--- src/rtl/enemy_slot_scheduler.sv ---
// Fixed table of on-screen obstacle slots: allocates the lowest free slot on spawn requests
// and scrolls every live slot left by `speed` on each game tick, freeing those that exit.
module enemy_slot_scheduler #(
  parameter int unsigned SLOTS    = 4,
  parameter int unsigned TYPEW    = 2,
  parameter int unsigned XW       = 10,
  parameter int unsigned YW       = 9,
  parameter int unsigned WW       = 7,
  parameter int unsigned HW       = 7,
  parameter int unsigned SCREEN_W = 640,
  localparam int unsigned F       = TYPEW + XW + YW + WW + HW,
  localparam int unsigned IW      = (SLOTS > 1) ? $clog2(SLOTS) : 1
) (
  input  logic               clock,
  input  logic               rst,
  input  logic               clear,
  input  logic               tick,
  input  logic [3:0]         speed,
  input  logic               gen_req,
  input  logic [TYPEW-1:0]   gen_type,
  input  logic [YW-1:0]      gen_y,
  input  logic [WW-1:0]      gen_w,
  input  logic [HW-1:0]      gen_h,
  output logic               gen_ack,
  output logic               busy,
  output logic [SLOTS-1:0]   slot_valid,
  output logic [SLOTS*F-1:0] slot_data,
  output logic [7:0]         drop_cnt
);

  typedef enum logic [1:0] {StIdle, StScan, StAlloc} state_e;

  state_e           state_q;
  logic [IW-1:0]    idx_q;
  logic             tick_pend_q;
  logic             gen_ack_q;
  logic [7:0]       drop_cnt_q;
  logic [SLOTS-1:0] valid_q;
  logic [TYPEW-1:0] type_q [SLOTS];
  logic [XW-1:0]    x_q    [SLOTS];
  logic [YW-1:0]    y_q    [SLOTS];
  logic [WW-1:0]    w_q    [SLOTS];
  logic [HW-1:0]    h_q    [SLOTS];

  logic             free_found;
  logic [IW-1:0]    free_idx;
  logic             req_live;

  // Lowest-index free slot wins: iterate downwards so the last hit is the lowest.
  always_comb begin
    free_found = 1'b0;
    free_idx   = '0;
    for (int i = SLOTS - 1; i >= 0; i--) begin
      if (!valid_q[i]) begin
        free_found = 1'b1;
        free_idx   = IW'(i);
      end
    end
  end

  assign req_live = gen_req && !gen_ack_q;

  always_ff @(posedge clock or negedge rst) begin
    if (!rst) begin
      state_q     <= StIdle;
      idx_q       <= '0;
      tick_pend_q <= 1'b0;
      gen_ack_q   <= 1'b0;
      drop_cnt_q  <= '0;
      valid_q     <= '0;
      for (int i = 0; i < SLOTS; i++) begin
        type_q[i] <= '0;
        x_q[i]    <= '0;
        y_q[i]    <= '0;
        w_q[i]    <= '0;
        h_q[i]    <= '0;
      end
    end else if (clear) begin
      state_q     <= StIdle;
      idx_q       <= '0;
      tick_pend_q <= 1'b0;
      gen_ack_q   <= 1'b0;
      drop_cnt_q  <= '0;
      valid_q     <= '0;
    end else begin
      gen_ack_q <= 1'b0;
      if (tick) tick_pend_q <= 1'b1;
      case (state_q)
        StIdle: begin
          if (tick || tick_pend_q) begin
            state_q     <= StScan;
            idx_q       <= '0;
            tick_pend_q <= 1'b0;
          end else if (req_live) begin
            state_q <= StAlloc;
          end
        end
        StScan: begin
          // x < speed despawns, so the subtraction below never wraps.
          if (valid_q[idx_q]) begin
            if (x_q[idx_q] < XW'(speed)) valid_q[idx_q] <= 1'b0;
            else x_q[idx_q] <= x_q[idx_q] - XW'(speed);
          end
          idx_q <= idx_q + IW'(1);
          if (idx_q == IW'(SLOTS - 1)) state_q <= req_live ? StAlloc : StIdle;
        end
        StAlloc: begin
          if (free_found) begin
            type_q[free_idx]  <= gen_type;
            x_q[free_idx]     <= XW'(SCREEN_W);
            y_q[free_idx]     <= gen_y;
            w_q[free_idx]     <= gen_w;
            h_q[free_idx]     <= gen_h;
            valid_q[free_idx] <= 1'b1;
          end else if (drop_cnt_q != 8'hff) begin
            drop_cnt_q <= drop_cnt_q + 8'd1;
          end
          gen_ack_q <= 1'b1;
          state_q   <= StIdle;
        end
        default: state_q <= StIdle;
      endcase
    end
  end

  always_comb begin
    slot_data = '0;
    for (int i = 0; i < SLOTS; i++) begin
      slot_data[i*F +: F] = {type_q[i], x_q[i], y_q[i], w_q[i], h_q[i]};
    end
  end

  assign gen_ack    = gen_ack_q;
  assign busy       = (state_q != StIdle);
  assign slot_valid = valid_q;
  assign drop_cnt   = drop_cnt_q;

endmodule

--- config.mk ---
export PLATFORM = sky130hd
export DESIGN_NAME = enemy_slot_scheduler
export DESIGN_NICKNAME = d
export VERILOG_FILES = /design/src/rtl/enemy_slot_scheduler.sv
export SDC_FILE = /design/constraint.sdc
export NUM_CORES = 1
export LEC_CHECK = 0
export ABC_AREA = 1
export CORE_ASPECT_RATIO = 1.2
export CORE_MARGIN = 4
export CORE_UTILIZATION = 39
export DETAILED_ROUTE_END_ITERATION = 10
export HOLD_SLACK_MARGIN = 0.02
export PLACE_DENSITY = 0.78
export SLEW_MARGIN = 15
export SYNTH_ARGS = -nofsm -noshare
export SYNTH_HDL_FRONTEND = slang
export SYNTH_SLANG_ARGS = --single-unit
--- constraint.sdc ---
create_clock -name clock -period 6.4 [get_ports clock]
set_clock_uncertainty 0.2 [all_clocks]
set_input_delay 0.96 -clock clock [delete_from_list [all_inputs] [get_ports clock]]
set_output_delay 0.96 -clock clock [all_outputs]
set_load 0.1 [all_outputs]
==> reports/qor_table.md, run 1 <==
| Item | Value |
|:---|:---|
| Max_cap viols | 0 |
| Critical path's slowest cell | sky130_fd_sc_hd__dfrtp_1 |
| Kind of cell adding the most delay to the critical path | flip-flops |
| Cell variety after synth | 36 |
| Worst setup path startpoint | idx_q[0] |
| Leakage | 4.82 nW |
| Leading cell type in the layout, fill and taps excluded | sky130_fd_sc_hd__nand2_1 |
| Clock root cell | sky130_fd_sc_hd__clkbuf_16 |
| CTS H-tree lvls | 4 |
| Overall via count from detail_route | 6880 |
| Synth Area in XOR/XNOR | 0.580% |
| Number of buffers between clock root and the deepest sink | 2 |
| Met1 wire length | 8590 um |
| Fraction of the mapped netlist area in simple logic gates | 27.8% |
| Accumulated negative setup slack | 0 ps |
| Setup slack of the most critical reg-to-reg path | 2760 ps |
| Fraction of synthesis flops using an asynchronous set or reset pin | 100% |
| Number of storage elements in the synthesis netlist | 158 |
| Final Max Slew Viols | 0 |
| Post-placement cell area | 9590 um2 |
| Post-Syn Nets | 969 |
| Startpoint of the worst-slack reg-to-reg timing path | idx_q[0] |
| Critical Path Max Stage Delay | 950 ps |
| R2R Path End | slot_valid[3] |
| R2R depth | 15 |
| Vias in the first global route | 6933 |
| Final-report setup violation count | 0 |
| Multiplexer share of the synthesized area | 0% |
| Final antenna diode count | 0 |
| Avg Inst Size Synth | 8.16 um2 |
| Highest attainable clock frequency | 275 MHz |
| Sequential fraction of the synthesis area | 52.4% |
| Final ANT Viol Nets | 0 |
| Result of the run | finished, final reports clean |
| Data arrival time of the worst path | 3750 ps |
| Clock latency on the worst-skew pair | 420 ps |
| Via-to-Cell Ratio | 5.05 |
| Relative slew margins | 23.8% |
| Critical path launch point type | register |
| Critical path depth | 15 |
| Area fraction in compound gates after synthesis | 11.0% |
| Power per cell area | 430 nW/um2 |
| Post-detailed-placement half-perimeter wirelength | 15800 um |
| Kind of end point of the critical path | register |
| Resize count post-CTS | 0 |
| Num rows | 55 |
| Highest net fanout along the worst path | 29 |
| Count of buffers added by post-CTS timing repair for setup | 0 |
| Number of hold-slack violations in the final timing report | 0 |
| I/O Pins | 188 |
| Cell occurring most often along the worst timing path | sky130_fd_sc_hd__nor2_1 |
| Capture point of the critical path | slot_valid[3] |
| Actual slew at the worst max-slew pin | 1140 ps |
| Number of search-and-repair iterations in the first detailed-routing pass | 6 |
| Most used cells in the layout excluding fill and tap cells | sky130_fd_sc_hd__nand2_1 (320), sky130_fd_sc_hd__clkdlybuf4s50_1 (186), sky130_fd_sc_hd__dfrtp_1 (158) |
| Final Critical Period | 3640 ps |
| Cell Area, Synth | 7550 um2 |
| Leftover overflow at the end of global routing | 0 |
| Total of hold buffers inserted after clock tree synthesis | 0 |
| Number of enable-type register cells in the synthesized netlist | 0 |
| Effective utilization at floorplan | 39.9% |
| Aggregate routed wire length | 22600 um |
| Final net count | 1138 |
| Hold Worst Slack | 259 ps |
| Fin area | 10200 um2 |
| Metal2 WL | 11000 um |
| Number of warnings reported in the yosys synthesis log | 0 |
| DIE AREA | 21700 um2 |
| Buffers on Ports | 187 |
| Wire length per cell after detailed routing | 16.5 um |
| Cell-by-cell listing of the critical path | inv_4 > o21ai_0 > nor2_1 > a21oi_1 > ha_1 > inv_1 > fa_1 > a21oi_1 > nand2_2 > nor2_2 > nand3_2 > nand3_1 > nand2_1 > nor2_1 > nor2_1 |
| Final Core Density | 53.8% |
| Global-route wire length before repair | 37100 um |
| Total Routing Usage GR | 21.5% |
| Clock transition time at the flip-flop clock pins of the worst setup and hold paths | 70 ps |
| Core region area | 18900 um2 |
| Remaining DRCs | 0 |
| Die H | 160 um |
| Data required, critical path | 6520 ps |
| Number of sinks on the clock net | 158 |
| Maximum vdd ir drop | 0.000395 V |
| First-iteration detailed-routing DRC count | 465 |
| Largest net degree at the start of global routing | 97 |
| Adder and majority gate portion of the synthesized area | 1.76% |
| Critical path class | reg -> reg |
| Number of antenna violations at the first check in global routing | 0 |
| Post-route clock period utilization | 56.8% |
| Main combinational cell family by area after synthesis | simple AND/OR/NAND/NOR gates |
| Leading register cell type out of synthesis | sky130_fd_sc_hd__dfrtp_1 |
| Fraction of layout instances using a drive strength above 1 | 5.96% |
| CTS tree | done |
| Gpl congestion | 0.892 |
| Number of buffers inserted during clock tree synthesis | 17 |
| Count of buffer and inverter cells on the critical path | 2 |
| Uppermost layer routed | met4 |
| Chip Width | 135 um |
| Synthesized instance count | 925 |
| Worst min path class | reg -> reg |
| Met3 WL | 2500 um |
| Area growth syn-to-layout | 34.8% |
| RSZ-0062 raised after global routing | no |
[registers in the layout, indices dropped and copies added (netlist names)]
name and flops:
slot_valid 4, drop_cnt 8, slot_data 140, idx_q 2
gen_ack 1, state_q 2, tick_pend_q 1
[cells in the mapped netlist (4+ instances only)]
library cell / count / area share (%)
sky130_fd_sc_hd__a21oi_1: 5 / 0.33
sky130_fd_sc_hd__buf_1: 7 / 0.35
sky130_fd_sc_hd__buf_2: 4 / 0.27
sky130_fd_sc_hd__buf_6: 4 / 0.60
sky130_fd_sc_hd__clkbuf_1: 26 / 1.3
sky130_fd_sc_hd__dfrtp_1: 158 / 52
sky130_fd_sc_hd__ha_1: 9 / 1.5
sky130_fd_sc_hd__inv_1: 72 / 3.6
sky130_fd_sc_hd__nand2_1: 320 / 16
sky130_fd_sc_hd__nand2_2: 9 / 0.75
sky130_fd_sc_hd__nand3_1: 75 / 5.0
sky130_fd_sc_hd__nand3_4: 5 / 1.2
sky130_fd_sc_hd__nand4_1: 11 / 0.91
sky130_fd_sc_hd__nor2_1: 41 / 2.0
sky130_fd_sc_hd__nor3_1: 7 / 0.46
sky130_fd_sc_hd__o21ai_0: 128 / 8.5
sky130_fd_sc_hd__o31ai_1: 12 / 1.2
[per-layer routing]
| layer | GRT usage (%) | vias to the layer above |
|---|---|---|
| li1 | - | 3340 |
| met1 | 25.8 | 3212 |
| met2 | 34.9 | 290 |
| met3 | 9.37 | 38 |
| met4 | 6.97 | 0 |
| met5 | 0 | - |
[report_power, final]
part	total (mW)	switching (mW)	internal [mW]
registers	1.28	0.135	1.14
clock network	1.01	0.483	0.525
logic	2.09	1.63	0.465
total	4.38	2.25	2.13
[worst min-delay path by stage]
stage,from,end,cells past startpoint
global placement,gen_ack,state_q[1],1
global route,gen_ack,state_q[1],1
finish,gen_ack,state_q[1],1
detailed placement,gen_ack,state_q[1],1
CTS,gen_ack,state_q[1],1
floorplan,tick_pend_q,tick_pend_q,2
[cells by family (layout without fill, tap and decap cells)]
kind of cell | count (synthesis) | after routing
AO/OA/AOI/OAI | 155 | 155
buffers and inverters | 118 | 300
XOR/XNOR | 5 | 5
adder cells (fa/ha/maj) | 10 | 10
flip-flops | 158 | 158
AND/OR/NAND/NOR | 479 | 479
[metrics by stage]
step | setup slack, ps | power (mW) | cells
3_5_place_dp | 2830 | 3.38 | 1331
2_1_floorplan | 3260 | 2.85 | 925
3_3_place_gp | 2910 | 3.36 | 1331
4_1_cts | 2820 | 4.41 | 1363
6_report | 2760 | 4.38 | 1363
5_1_grt | 2440 | 4.59 | 1363
[cell type report]
| class | count | area [um2] |
|---|---|---|
| fillers | 1734 | 8750 |
| flip-flops and latches | 158 | 3950 |
| multi-input cells | 649 | 3110 |
| repair buffers | 193 | 1920 |
| clock buffers | 17 | 425 |
| well taps | 256 | 320 |
| inverters | 75 | 284 |
| clock inverters | 15 | 166 |
[worst register-to-register path: cells and delay by family, from the launching register on]
| family | cells | cell delay, ps |
|---|---|---|
| DFF | 1 | 950 |
| and+or+nand+nor | 8 | 850 |
| AOI/OAI and AO/OA | 3 | 660 |
| adders and majority gates | 2 | 570 |
| buffers and inverters | 2 | 300 |
(Power assumes the default switching activity.)
==> run 2: changes to the inputs <==
--- a/config.mk
+++ b/config.mk
@@ -11,7 +11,7 @@
 export CORE_UTILIZATION = 39
 export DETAILED_ROUTE_END_ITERATION = 10
 export HOLD_SLACK_MARGIN = 0.02
-export PLACE_DENSITY = 0.78
+export PLACE_DENSITY = 0.8
 export SLEW_MARGIN = 15
 export SYNTH_ARGS = -nofsm -noshare
 export SYNTH_HDL_FRONTEND = slang
==> constraint.sdc (replaced) <==
create_clock -name clock -period 3.1 [get_ports clock]
set_clock_uncertainty 0.2 [all_clocks]
set_input_delay 0.465 -clock clock [delete_from_list [all_inputs] [get_ports clock]]
set_output_delay 0.465 -clock clock [all_outputs]
set_load 0.1 [all_outputs]
==> run 2 against run 1 <==
Highest routed layer unchanged. Combinational power is 110% higher. Non-clock buffer count up 15. Critical path depth did not move. Via count rose by 1.9%. Largest power group unchanged. Utilization down 1.1 points. Cell area decreased by 2.1%. Routed wire length shrank 0.47%.
==> reports/qor_table.md, run 2 (synthesis gave the netlist of run 1 again) <==
| Item | Value |
|:---|:---|
| Number of fillers in the final layout | 1766 |
| Chip Width | 135 um |
| Setup slack at placement | 116 ps |
| Area growth syn-to-layout | 32.0% |
| Final antenna diode count | 0 |
| Hold Path Stages | 1 |
| Data arrival time of the worst path | 3100 ps |
| Remaining DRCs | 0 |
| Met1 wire length | 8840 um |
| I/O Pins | 188 |
| Leading cell type in the layout, fill and taps excluded | sky130_fd_sc_hd__nand2_1 |
| Flip-flop and latch area | 3960 um2 |
| Clock transition time at the flip-flop clock pins of the worst setup and hold paths | 70 ps |
| Critical Path Max Stage Delay | 480 ps |
| Worst setup margin | 158 ps |
| Result of the run | finished, final reports clean |
| Kind of cell adding the most delay to the critical path | simple AND/OR/NAND/NOR gates |
| Startpoint of the worst-slack reg-to-reg timing path | idx_q[0] |
| Cell-by-cell listing of the critical path | buf_4 > nor2_1 > nor2_1 > a21oi_1 > ha_1 > inv_1 > fa_1 > a21oi_2 > nand2_2 > nor2_2 > nand3_2 > and2_4 > nand3_4 > nand2_1 > nand2_1 |
| Area used by multi-input combinational logic | 3130 um2 |
| DIE AREA | 21700 um2 |
| Max_cap viols | 0 |
| Critical path class | reg -> reg |
| First-iteration detailed-routing DRC count | 502 |
| Highest attainable clock frequency | 340 MHz |
| Metal2 WL | 10700 um |
| Die H | 160 um |
| Number of flip-flops under the largest register name | 140 |
| Hold EP | state_q[1] |
| Number of buffers inserted during clock tree synthesis | 17 |
| Via-to-Cell Ratio | 5.09 |
| Final Max Slew Viols | 0 |
| Most used cells in the layout excluding fill and tap cells | sky130_fd_sc_hd__nand2_1 (319), sky130_fd_sc_hd__buf_4 (173), sky130_fd_sc_hd__dfrtp_1 (156) |
| Wire length per cell after detailed routing | 16.3 um |
| Setup slack of the most critical reg-to-reg path | 160 ps |
| Clock root cell | sky130_fd_sc_hd__clkbuf_16 |
| CTS H-tree lvls | 4 |
| Maximum vdd ir drop | 0.000944 V |
| Number of sinks on the clock net | 158 |
| Number of hold-slack violations in the final timing report | 0 |
| Critical path launch point type | register |
| Kind of end point of the critical path | register |
| CTS tree | done |
| Actual slew at the worst max-slew pin | 592 ps |
| Clock latency on the worst-skew pair | 420 ps |
| Count of buffer and inverter cells on the critical path | 2 |
| Total Routing Usage GR | 21.2% |
| Aggregate routed wire length | 22500 um |
| Num rows | 55 |
| Core region area | 18900 um2 |
| Hold wc startpoint | gen_ack |
| Post-detailed-placement half-perimeter wirelength | 16100 um |
| Power per cell area | 934 nW/um2 |
| Number of buffers between clock root and the deepest sink | 2 |
| Largest net degree at the start of global routing | 96 |
| Met3 WL | 2450 um |
| Number of search-and-repair iterations in the first detailed-routing pass | 8 |
| RSZ-0062 raised after global routing | no |
| Leakage | 5.20 nW |
| Final net count | 1153 |
| Effective utilization at floorplan | 39.9% |
| Relative slew margins | 60.3% |
| Critical path's slowest cell | sky130_fd_sc_hd__dfrtp_2 |
| Gpl congestion | 0.898 |
| Sum of internal, switching and leakage power | 9.31 mW |
| Uppermost layer routed | met4 |
| Leftover overflow at the end of global routing | 0 |
| Worst min path class | reg -> reg |
| Final ANT Viol Nets | 0 |
| Final-report setup violation count | 0 |
| Final Critical Period | 2940 ps |
| Vias in the first global route | 7061 |
| Post-route clock period utilization | 94.9% |
| R2R Path End | slot_data[135] |
| Accumulated negative setup slack | 0 ps |
| Fraction of layout instances using a drive strength above 1 | 21.3% |
| Global-route wire length before repair | 36700 um |
| Number of antenna violations at the first check in global routing | 0 |
| Hold Worst Slack | 254 ps |
| Data required, critical path | 3260 ps |
| Highest net fanout along the worst path | 13 |
| R2R depth | 15 |
| Buffers on Ports | 187 |
| Overall via count from detail_route | 7010 |
-- run 2: changes by cell type in the layout (fill, tap and decap cells not counted), moves of 2 or more --
cell,previous run,this run
sky130_fd_sc_hd__buf_4,6,173
sky130_fd_sc_hd__clkdlybuf4s50_1,186,32
sky130_fd_sc_hd__clkinv_8,4,0
sky130_fd_sc_hd__bufinv_16,0,3
sky130_fd_sc_hd__dfrtp_1,158,156
sky130_fd_sc_hd__dfrtp_2,0,2
-- run 2: repair_timing --
item                       CTS  global route
buffers inserted             0             0
resized for setup            0             4
hold endpoints to repair    21             0
setup endpoints to repair    0            44
hold buffers                 1             0
-- run 2: area by class of cell --
cell class                 instances  share of cell area, %
multi-input combinational        649                   31.4
tap                              256                   3.21
clock inverter                    14                   1.93
timing repair buffer             208                   16.7
sequential                       158                   39.7
inverter                          75                   2.85
clock buffer                      18                   4.30
-- run 2: how the worst max path moves through the flow --
stage | from | to | slack (ps) | cells after the start
2_1_floorplan | idx_q[0] | slot_data[101] | 50 | 17
4_1_cts | idx_q[0] | slot_valid[1] | 80 | 14
3_3_place_gp | idx_q[0] | slot_data[64] | 210 | 15
6_report | idx_q[0] | slot_data[135] | 160 | 15
3_5_place_dp | idx_q[0] | slot_data[64] | 120 | 15
5_1_grt | idx_q[0] | slot_data[31] | 0.8 | 15
-- run 2: per-layer routing --
| layer | track usage, % | up-vias |
|---|---|---|
| met5 | 0 | - |
| met4 | 7.20 | 0 |
| met3 | 8.30 | 38 |
| met2 | 34.0 | 315 |
| met1 | 26.2 | 3288 |
| li1 | - | 3369 |
-- run 2: per-stage QoR --
stage / std cells / util (%) / cell area (um2)
finish: 1378 / 52.7 / 9970
floorplan: 925 / - / 7560
global placement: 1345 / 49.3 / 9320
detailed placement: 1345 / 49.3 / 9320
global route: 1378 / 52.7 / 9970
CTS: 1378 / 52.6 / 9960
-- run 2: power by group --
group	internal [mW]	switching (mW)	total (mW)
Clock	1.30	0.943	2.25
Combinational	0.970	3.45	4.42
Sequential	2.36	0.286	2.65
Total	4.64	4.68	9.31
==> run 3: changes to the inputs <==
--- a/config.mk
+++ b/config.mk
@@ -9,6 +9,7 @@
 export CORE_ASPECT_RATIO = 1.2
 export CORE_MARGIN = 4
 export CORE_UTILIZATION = 39
+export CTS_CLUSTER_SIZE = 28
 export DETAILED_ROUTE_END_ITERATION = 10
 export HOLD_SLACK_MARGIN = 0.02
 export PLACE_DENSITY = 0.8
==> results of run 3 <==
Final layout, timing and power as in run 2 (identical DEF).
